==> config.mk <==
export PLATFORM = sky130hd
export DESIGN_NAME = branch_resolve_unit
export DESIGN_NICKNAME = d
export VERILOG_FILES = /design/src/rtl/branch_resolve_unit_pkg.sv /design/src/rtl/bru_meta_stage.sv /design/src/rtl/branch_resolve_unit.sv
export SDC_FILE = /design/constraint.sdc
export NUM_CORES = 1
export LEC_CHECK = 0
export CAP_MARGIN = 40
export CORE_MARGIN = 8
export CORE_UTILIZATION = 55
export DETAILED_ROUTE_END_ITERATION = 12
export PLACE_DENSITY_LB_ADDON = 0.08
export REMOVE_ABC_BUFFERS = 1
export SYNTH_ARGS = -nofsm -noshare
export SYNTH_HDL_FRONTEND = slang
export SYNTH_SLANG_ARGS = --single-unit
==> constraint.sdc <==
create_clock -name clk -period 4.33 [get_ports clk]
set_clock_uncertainty 0.1 [all_clocks]
set_input_delay 0.6495 -clock clk [delete_from_list [all_inputs] [get_ports clk]]
set_output_delay 0.6495 -clock clk [all_outputs]
set_load 0.005 [all_outputs]
==> src/rtl/branch_resolve_unit_pkg.sv <==
// Shared types and constants for the branch resolve unit.
package branch_resolve_unit_pkg;

  localparam int XLEN  = 32;
  localparam int GHP_W = 4;

  localparam logic [XLEN-1:0] PC_INC = 32'd4;

  typedef enum logic {
    ST_RUN     = 1'b0,
    ST_RECOVER = 1'b1
  } bru_state_e;

  // Prediction metadata travelling alongside an instruction from IF to EX.
  // The valid bit sits in the MSB so the remaining fields form one data slice.
  typedef struct packed {
    logic             v;
    logic [XLEN-1:0]  pc;
    logic             hit;
    logic             taken;
    logic [XLEN-1:0]  pred_addr;
    logic [GHP_W-1:0] ghp;
  } meta_t;

endpackage

==> src/rtl/bru_meta_stage.sv <==
// One metadata pipeline register with stall (hold) and clear (invalidate).
// Clear wins over hold so a squash is never delayed by a stall.
module bru_meta_stage #(
  parameter int W = 8
) (
  input  logic         clk_i,
  input  logic         rst_ni,
  input  logic         adv_i,
  input  logic         clr_i,
  input  logic         valid_i,
  input  logic [W-1:0] data_i,
  output logic         valid_o,
  output logic [W-1:0] data_o
);

  logic         valid_q;
  logic [W-1:0] data_q;

  // Capture on advance, drop the valid bit on clear, otherwise hold.
  always_ff @(posedge clk_i or negedge rst_ni) begin
    if (!rst_ni) begin
      valid_q <= 1'b0;
      data_q  <= '0;
    end else if (clr_i) begin
      valid_q <= 1'b0;
    end else if (adv_i) begin
      valid_q <= valid_i;
      data_q  <= data_i;
    end
  end

  assign valid_o = valid_q;
  assign data_o  = data_q;

endmodule

==> src/rtl/branch_resolve_unit.sv <==
// EX-side branch resolution: compares carried prediction metadata with the
// resolved outcome, trains the predictor, and flushes/redirects on mispredict.
//
// state   | meaning
// RUN     | normal operation, branches in EX are resolved
// RECOVER | squashing wrong-path metadata for FLUSH_CYCLES cycles
module branch_resolve_unit #(
  parameter int GHP_W        = 4,
  parameter int FLUSH_CYCLES = 2,
  parameter int CNT_W        = 16
) (
  input  logic             clk,
  input  logic             rst,
  input  logic             if_valid,
  input  logic [31:0]      if_pc,
  input  logic             if_hit,
  input  logic             if_taken,
  input  logic [31:0]      if_pred_addr,
  input  logic [GHP_W-1:0] if_ghp,
  input  logic             pipe_stall,
  input  logic             ex_valid,
  input  logic             ex_is_branch,
  input  logic             ex_taken,
  input  logic [31:0]      ex_target,
  output logic [31:0]      ADDR_EX,
  output logic [31:0]      Pred_EX,
  output logic             state_change,
  output logic             state_write,
  output logic             branch,
  output logic             flush,
  output logic [31:0]      redirect_pc,
  output logic [GHP_W-1:0] ghp_restore,
  output logic [CNT_W-1:0] br_count,
  output logic [CNT_W-1:0] mp_count
);

  import branch_resolve_unit_pkg::*;

  localparam int         DATA_W     = $bits(meta_t) - 1;
  localparam logic [2:0] FLUSH_LOAD = 3'(FLUSH_CYCLES);
  localparam logic [CNT_W-1:0] CNT_ONE = CNT_W'(1);

  meta_t             if_m;
  meta_t             ex_m;
  logic              id_v;
  logic              ex_v;
  logic [DATA_W-1:0] id_data;
  logic [DATA_W-1:0] ex_data;

  bru_state_e state_q, state_d;
  logic [2:0] cnt_q, cnt_d;

  logic resolve;
  logic pred_t;
  logic tgt_diff;
  logic mispredict;
  logic meta_clr;
  logic unused_ghp_msb;

  logic [31:0]      addr_q, addr_d;
  logic [31:0]      pred_ex_q, pred_ex_d;
  logic             sc_q, sc_d;
  logic             sw_q, sw_d;
  logic             branch_q, branch_d;
  logic             flush_q, flush_d;
  logic [31:0]      redir_q, redir_d;
  logic [GHP_W-1:0] ghp_q, ghp_d;
  logic [CNT_W-1:0] br_cnt_q, br_cnt_d;
  logic [CNT_W-1:0] mp_cnt_q, mp_cnt_d;

  assign if_m = '{v: if_valid, pc: if_pc, hit: if_hit, taken: if_taken,
                  pred_addr: if_pred_addr, ghp: if_ghp};

  // The wrong-path instruction captured on the mispredict edge is dropped too.
  assign meta_clr = (state_q == ST_RECOVER) | mispredict;

  bru_meta_stage #(.W(DATA_W)) u_id_stage (
    .clk_i   (clk),
    .rst_ni  (rst),
    .adv_i   (!pipe_stall),
    .clr_i   (meta_clr),
    .valid_i (if_m.v),
    .data_i  (if_m[DATA_W-1:0]),
    .valid_o (id_v),
    .data_o  (id_data)
  );

  bru_meta_stage #(.W(DATA_W)) u_ex_stage (
    .clk_i   (clk),
    .rst_ni  (rst),
    .adv_i   (!pipe_stall),
    .clr_i   (meta_clr),
    .valid_i (id_v),
    .data_i  (id_data),
    .valid_o (ex_v),
    .data_o  (ex_data)
  );

  assign ex_m = meta_t'({ex_v, ex_data});

  assign unused_ghp_msb = ex_m.ghp[GHP_W-1];

  assign resolve    = ex_valid & ex_is_branch & ex_m.v & !pipe_stall & (state_q == ST_RUN);
  assign pred_t     = ex_m.hit & ex_m.taken;
  assign tgt_diff   = ex_m.pred_addr != ex_target;
  assign mispredict = resolve & ((pred_t != ex_taken) | (pred_t & ex_taken & tgt_diff));

  // Next state: enter RECOVER on mispredict, count down to the terminal value 1.
  always_comb begin
    state_d = state_q;
    cnt_d   = cnt_q;
    if (state_q == ST_RUN) begin
      if (mispredict) begin
        state_d = ST_RECOVER;
        cnt_d   = FLUSH_LOAD;
      end
    end else begin
      if (cnt_q == 3'd1) begin
        state_d = ST_RUN;
        cnt_d   = 3'd0;
      end else begin
        cnt_d = cnt_q - 3'd1;
      end
    end
  end

  // Next values for training/flush pulses and saturating statistics.
  always_comb begin
    addr_d    = addr_q;
    pred_ex_d = pred_ex_q;
    sc_d      = resolve & ex_m.hit;
    sw_d      = resolve & ex_taken & (!ex_m.hit | tgt_diff);
    branch_d  = resolve & ex_taken;
    flush_d   = mispredict;
    redir_d   = '0;
    ghp_d     = '0;
    br_cnt_d  = br_cnt_q;
    mp_cnt_d  = mp_cnt_q;
    if (resolve) begin
      addr_d    = ex_m.pc;
      pred_ex_d = ex_target;
      if (br_cnt_q != '1) br_cnt_d = br_cnt_q + CNT_ONE;
    end
    if (mispredict) begin
      redir_d = ex_taken ? ex_target : ex_m.pc + PC_INC;
      ghp_d   = {ex_m.ghp[GHP_W-2:0], ex_taken};
      if (mp_cnt_q != '1) mp_cnt_d = mp_cnt_q + CNT_ONE;
    end
  end

  // State and output registers.
  always_ff @(posedge clk or negedge rst) begin
    if (!rst) begin
      state_q   <= ST_RUN;
      cnt_q     <= 3'd0;
      addr_q    <= '0;
      pred_ex_q <= '0;
      sc_q      <= 1'b0;
      sw_q      <= 1'b0;
      branch_q  <= 1'b0;
      flush_q   <= 1'b0;
      redir_q   <= '0;
      ghp_q     <= '0;
      br_cnt_q  <= '0;
      mp_cnt_q  <= '0;
    end else begin
      state_q   <= state_d;
      cnt_q     <= cnt_d;
      addr_q    <= addr_d;
      pred_ex_q <= pred_ex_d;
      sc_q      <= sc_d;
      sw_q      <= sw_d;
      branch_q  <= branch_d;
      flush_q   <= flush_d;
      redir_q   <= redir_d;
      ghp_q     <= ghp_d;
      br_cnt_q  <= br_cnt_d;
      mp_cnt_q  <= mp_cnt_d;
    end
  end

  assign ADDR_EX      = addr_q;
  assign Pred_EX      = pred_ex_q;
  assign state_change = sc_q;
  assign state_write  = sw_q;
  assign branch       = branch_q;
  assign flush        = flush_q;
  assign redirect_pc  = redir_q;
  assign ghp_restore  = ghp_q;
  assign br_count     = br_cnt_q;
  assign mp_count     = mp_cnt_q;

endmodule

# Word level (Yosys, flattened, before mapping)
# Cells that the tools add are included.
word_totals:
  regBits: 282
  input_bits: 109
  out_inout_bits: 136
  wordCells: 62
op_classes:
  addsub: 4
  eq_ne: 6
  muxes: 13
  bitwise: 17
  n_reduce_logical: 6
op_table:
  columns: ["op", "n"]
  rows:
  - ["32-bit 2-to-1 mux", 2]
  - ["16-bit by 1-bit adder with 16-bit output, second input constant", 2]
  - ["32-bit by 3-bit adder with 32-bit output, second input constant", 1]
  - ["16-bit inequality test, second input constant", 2]
  - ["32-bit inequality test", 1]
  - ["1-bit AND", 11]
  - ["3-bit 2-to-1 mux", 3]
  - ["1-bit 2-to-1 mux", 7]
  - ["2-bit AND reduction", 3]
  - ["4-bit 2-to-1 mux", 1]
  - ["3-bit by 1-bit equality test with 1-bit output, second input constant", 1]
  - ["1-bit inverter", 3]
  - ["1-bit OR", 3]
  - ["3-bit by 1-bit subtractor with 3-bit output, second input constant", 1]
  - ["1-bit zero test", 2]
  - ["2-bit by 1-bit inequality test with 1-bit output, second input constant", 1]
  - ["2-bit nonzero test", 1]
  - ["1-bit inequality test", 1]

# Longest topological paths before layout
logic_depth:
  ltp_word: 8
  depth_mapped: 9
  ltp_nobuf: 8

# Cells and area by module
# Synthesis repeated with hierarchy kept, for this count alone.
unflattened:
  hier_cells: 860
  area_unflattened_um2: 12552.0
by_module_without_submodules:
  columns: ["module", "n_inst", "cells_per_inst", "area_per_inst_um2", "seq_area_each_um2"]
  rows:
  - ["branch_resolve_unit", 1, 556, 6521.3, 3503.4]
  - ["bru_meta_stage", 2, 152, 3015.4, 1776.7]

# Worst setup path before layout
# No wires, ideal clock.
synth_path:
  path_type: "input to register"
  from: "input port ex_target[14]"
  to: "register u_id_stage.data_q[18], in the netlist u_id_stage.data_o[18]"
  setup_time_ps: 125
  arrival_time_ps: 2339
  t_required_ps: 4105
  path_slack_ps: 1766
  cell_stages: 9
  n_path_buf: 2
  cell_sequence: "xnor2_1 -> nand4_1 -> nor4_2 -> a31oi_1 -> o21ai_2 -> and2_2 -> buf_6 -> buf_6 -> mux2_2"
synth_via:
  elab_chain_cells: 7
synth_rtl:
  columns: ["element", "line_no", "text"]
  rows:
  - ["start, declared", "branch_resolve_unit.sv:24", "input logic [31:0] ex_target,"]
  - ["32-bit inequality test", "branch_resolve_unit.sv:105", "assign tgt_diff = ex_m.pred_addr != ex_target;"]
  - ["1-bit AND", "branch_resolve_unit.sv:106", "assign mispredict = resolve & ((pred_t != ex_taken) | (pred_t & ex_taken & tgt_diff));"]
  - ["1-bit OR", "branch_resolve_unit.sv:106", null]
  - ["1-bit AND", "branch_resolve_unit.sv:106", null]
  - ["1-bit OR", "branch_resolve_unit.sv:75", "assign meta_clr = (state_q == ST_RECOVER) | mispredict;"]
  - ["1-bit inverter (no line)", null, null]
  - ["2-bit AND reduction (no line)", null, null]
  - ["end signal, assigned", "bru_meta_stage.sv:28", "data_q <= data_i;"]
  - ["end, declared", "bru_meta_stage.sv:17", "logic [W-1:0] data_q;"]
# Every way passes these cells.
# A chain may end at the register's enable or synchronous reset.

# Worst setup path after layout
layout_path:
  from: "input port ex_target[1]"
  to: "register u_id_stage.data_q[18], in the netlist u_id_stage.data_o[18]"
# Same word-level chain as after synthesis.

==> results.md <==
- Critical path cell sequence: clkdlybuf4s50_1 > xnor2_1 > nand4_1 > nor4_2 > a31oi_1 > o21ai_4 > and2_4 > buf_12 > mux2_2
- Via count: 8,052
- Post-synthesis sequential area ratio: 0.5966
- Status: complete, no violations
- Postcts setup bufs: 0
- Wire length per cell: 18.88 um
- Final setup vio count: 0
- Sw frac: 0.2931
- Fin. Hold Viols: 0
- Hold crit path type: primary input to async pin
- Worst-Skew Late Latency: 0.53 ns
- Overflow after GRT: 0
- Worst R2R Start: u_ex_stage.data_o[5]
- Critical Path Sink: u_id_stage.data_o[18]
- Critical path class: primary input to flip-flop
- Commonest non-fill, non-tap cell in the layout: dfrtp_1
- Peak VDD IR: 327.1 uV
- Gate power share: 0.277
- Ys Warns: 0
- Dpl hpwl: 20,270 um
- H-tree depth: 1
- Switch Pwr: 0.002659 W
- Routed WL: 29,170 um
- Post-Syn Area per Cell: 11.71 um^2
- Leak Pwr: ~7 nW
- Core area: roughly 21,000 um^2
- Cell count after synthesis: roughly 1,000
- Die H: 162.1 um
- CP Launch Point: ex_target[1]
- Post-synth EDFFs: 0
- Crit end category: flip-flop
- Final ANT Viol Nets: 0
- Fin util: 0.7299
- Cell-internal power: 0.006413 W
- Post-layout min period: 3.299 ns
- MaxCap Viol Count: 0
- Family with the most delay on the worst path: simple AND/OR/NAND/NOR gates
- RSZ-0062 raised after global routing: no
- Vias in the first global route: 8,416
- Setup WS post-layout: 1.031 ns
- CTS tree: done
- Simple-Gate Fraction of Synth Area: 0.1423
- Area occupied by multi-input gates: 4427 um^2
- Sequential share of power: 0.455
- Worst-path maximum fanout: 70
- Synth Area in Adders: 0.006392
- Mux contribution to synthesized area: 0.1428
- Fillers: around 1,500
- IO Port Bufs: 243
- Register Area: 7007 um^2
- Largest net degree at the start of global routing: 111
- Most frequent cells in the layout: dfrtp_1 (280), clkdlybuf4s50_1 (241), nand2_1 (227)
- Clk pwr share: 0.269
- First-pass GRT wire length: 46,120 um
- # DRC: 0
- CP max stage delay: just under 0.6 ns
- Hold_buf cts: 0
- Leading register cell type out of synthesis: dfrtp_1
- Die Wd: 162.1 um
- Num ports: 245
- Pre-antenna DRT Iters: 5
- Cell variety after synth: 39
- CP arrival: ~3.6 ns
- Die area: 26,290 um^2
- Clk buf depth: 3
- Synth Area in Compound Gates: 0.01896
- Resized Gates After CTS: 0
- R2R Path End: u_id_stage.data_o[18]
- Fin nets: 1,363
- Total CTS buffers: 29
- Final cycle utilization of the critical path: 0.7618
- Fmax: a little over 300 MHz
- Initial antenna violation count: 1
- WP depth: 9
- Initial DRC Count: 355
- Vias/cell: ~5.2
- Critical path buffers and inverters: 2
- Area Growth Syn to Fin: 30.64%
- Crit-path slowest cell: nor4_2
- Clk pin slew, worst setup/hold paths: 0.06 ns
- Post-Synth XOR/XNOR Area: 0.06562
- Root Buffer: clkbuf_16
- Least-Margin Pin Slew: between 0.8 and 0.9 ns
- Power Density: 591.3 nW/um^2
- GRT Util Overall: 0.2201
- FFs w/ async S/R, synth: 1.000
- Initial Util: 0.5587
- Worst Path Required: 4.64 ns
- R2R cell count: 8
- Synth Cell Area: 11,750 um^2
- Layout cells sized above 1: 0.08202
- Slew HR: 0.4024
- Routability congestion estimate: just under 0.8
- Clock sinks: 280
- Startpoint Class: primary input
- Synth Register Bits: 280
- Reg2Reg Setup Slack: 1.26 ns
- Max-slew violations: 0
- Combinational family with the most area after synthesis: multiplexers
- Row cnt: 53
- Dpl ws: 0.5309 ns
[power groups by stage]
stage | Sequential [W] | Combinational [W] | Clock, W
3_3_place_gp | 0.00411 | 0.00246 | 0
2_1_floorplan | 0.00405 | 0.00135 | 0
3_5_place_dp | 0.00416 | 0.00254 | 0
6_report | 0.00412 | 0.00251 | 0.00244
4_1_cts | 0.00413 | 0.00257 | 0.00248
5_1_grt | 0.00425 | 0.00277 | 0.00260
[worst register-to-register path: stages (launching register included)]
cell,delay [ns]
dfrtp_1,0.39
xnor2_1,0.19
nand4_1,0.22
nor4_2,0.58
a31oi_1,0.29
o21ai_4,0.20
and2_4,0.19
buf_12,0.32
mux2_2,0.45
[routing by layer]
metal	routed length [um]	track usage	vias to the layer above
met5	0	0	-
met4	668	0.06271	0
met3	2202	0.05771	40
met2	14150	0.3688	227
met1	12150	0.2773	3962
li1	-	-	3823
[worst min-delay path by stage]
| stage | startpoint | to | slack [ns] |
|---|---|---|---|
| 2_1_floorplan | rst | ADDR_EX[0] | 0.25 |
| 3_3_place_gp | Pred_EX[27] | Pred_EX[27] | 0.36 |
| 3_5_place_dp | ADDR_EX[15] | ADDR_EX[15] | 0.36 |
| 4_1_cts | rst | Pred_EX[11] | 0.12 |
| 5_1_grt | rst | Pred_EX[11] | 0.13 |
| 6_report | rst | br_count[6] | 0.03 |
[flip-flops by register name, indices dropped and copies added (netlist names), 3 cells and up]
name	flops
u_id_stage.data_o	69
ghp_restore	4
u_ex_stage.data_o	69
ADDR_EX	32
redirect_pc	32
cnt_q	3
br_count	16
Pred_EX	32
mp_count	16
[final cells by class]
type / count / area share
Sequential cell: 280 / 0.4567
Multi-Input combinational cell: 668 / 0.2885
Timing Repair Buffer: 257 / 0.1678
Clock buffer: 45 / 0.05773
Tap cell: 275 / 0.02243
Clock inverter: 6 / 0.003588
Inverter: 12 / 0.002936
Antenna cell: 2 / 0.0003262
[metrics by stage]
stage / cell area [um^2] / power (W) / setup TNS, ns / hold WS, ns / cells
after global routing: 15340 / 0.009613 / 0 / 0.1342 / 1544
after CTS: 15340 / 0.009180 / 0 / 0.1244 / 1543
after floorplan: 11470 / 0.005399 / -75.28 / 0.2539 / 960
after detailed placement: 14400 / 0.006705 / 0 / 0.3615 / 1492
final: 15340 / 0.009072 / 0 / 0.02867 / 1545
after global placement: 14400 / 0.006577 / 0 / 0.3579 / 1492
[Yosys cell counts, types with 4 or more instances]
cell type | n | share of area
xor2_1 | 25 | 0.019
or2_2 | 4 | 0.0021
nand4_1 | 28 | 0.015
xnor2_1 | 63 | 0.047
dfrtp_1 | 280 | 0.60
a21oi_1 | 14 | 0.0060
inv_1 | 12 | 0.0038
o21ai_0 | 10 | 0.0043
and2_1 | 8 | 0.0043
nor3_1 | 10 | 0.0043
buf_6 | 13 | 0.012
and4_1 | 4 | 0.0030
nand3_1 | 18 | 0.0077
nor2_1 | 67 | 0.021
o21a_1 | 4 | 0.0026
ha_1 | 6 | 0.0064
mux2_1 | 105 | 0.10
buf_2 | 4 | 0.0017
mux2_2 | 35 | 0.034
nand2_1 | 227 | 0.073
and3_1 | 8 | 0.0043
mux2i_1 | 10 | 0.0085
clkbuf_1 | 21 | 0.0067
[logic make-up after synthesis]
logic type / after synthesis
AND/OR/NAND/NOR: 387
XOR/XNOR: 88
buffers and inverters: 55
adder cells (fa/ha/maj): 6
flip-flops: 280
multiplexers: 150
AO/OA/AOI/OAI: 37
Note: power is estimated with default switching activity, not from simulation.
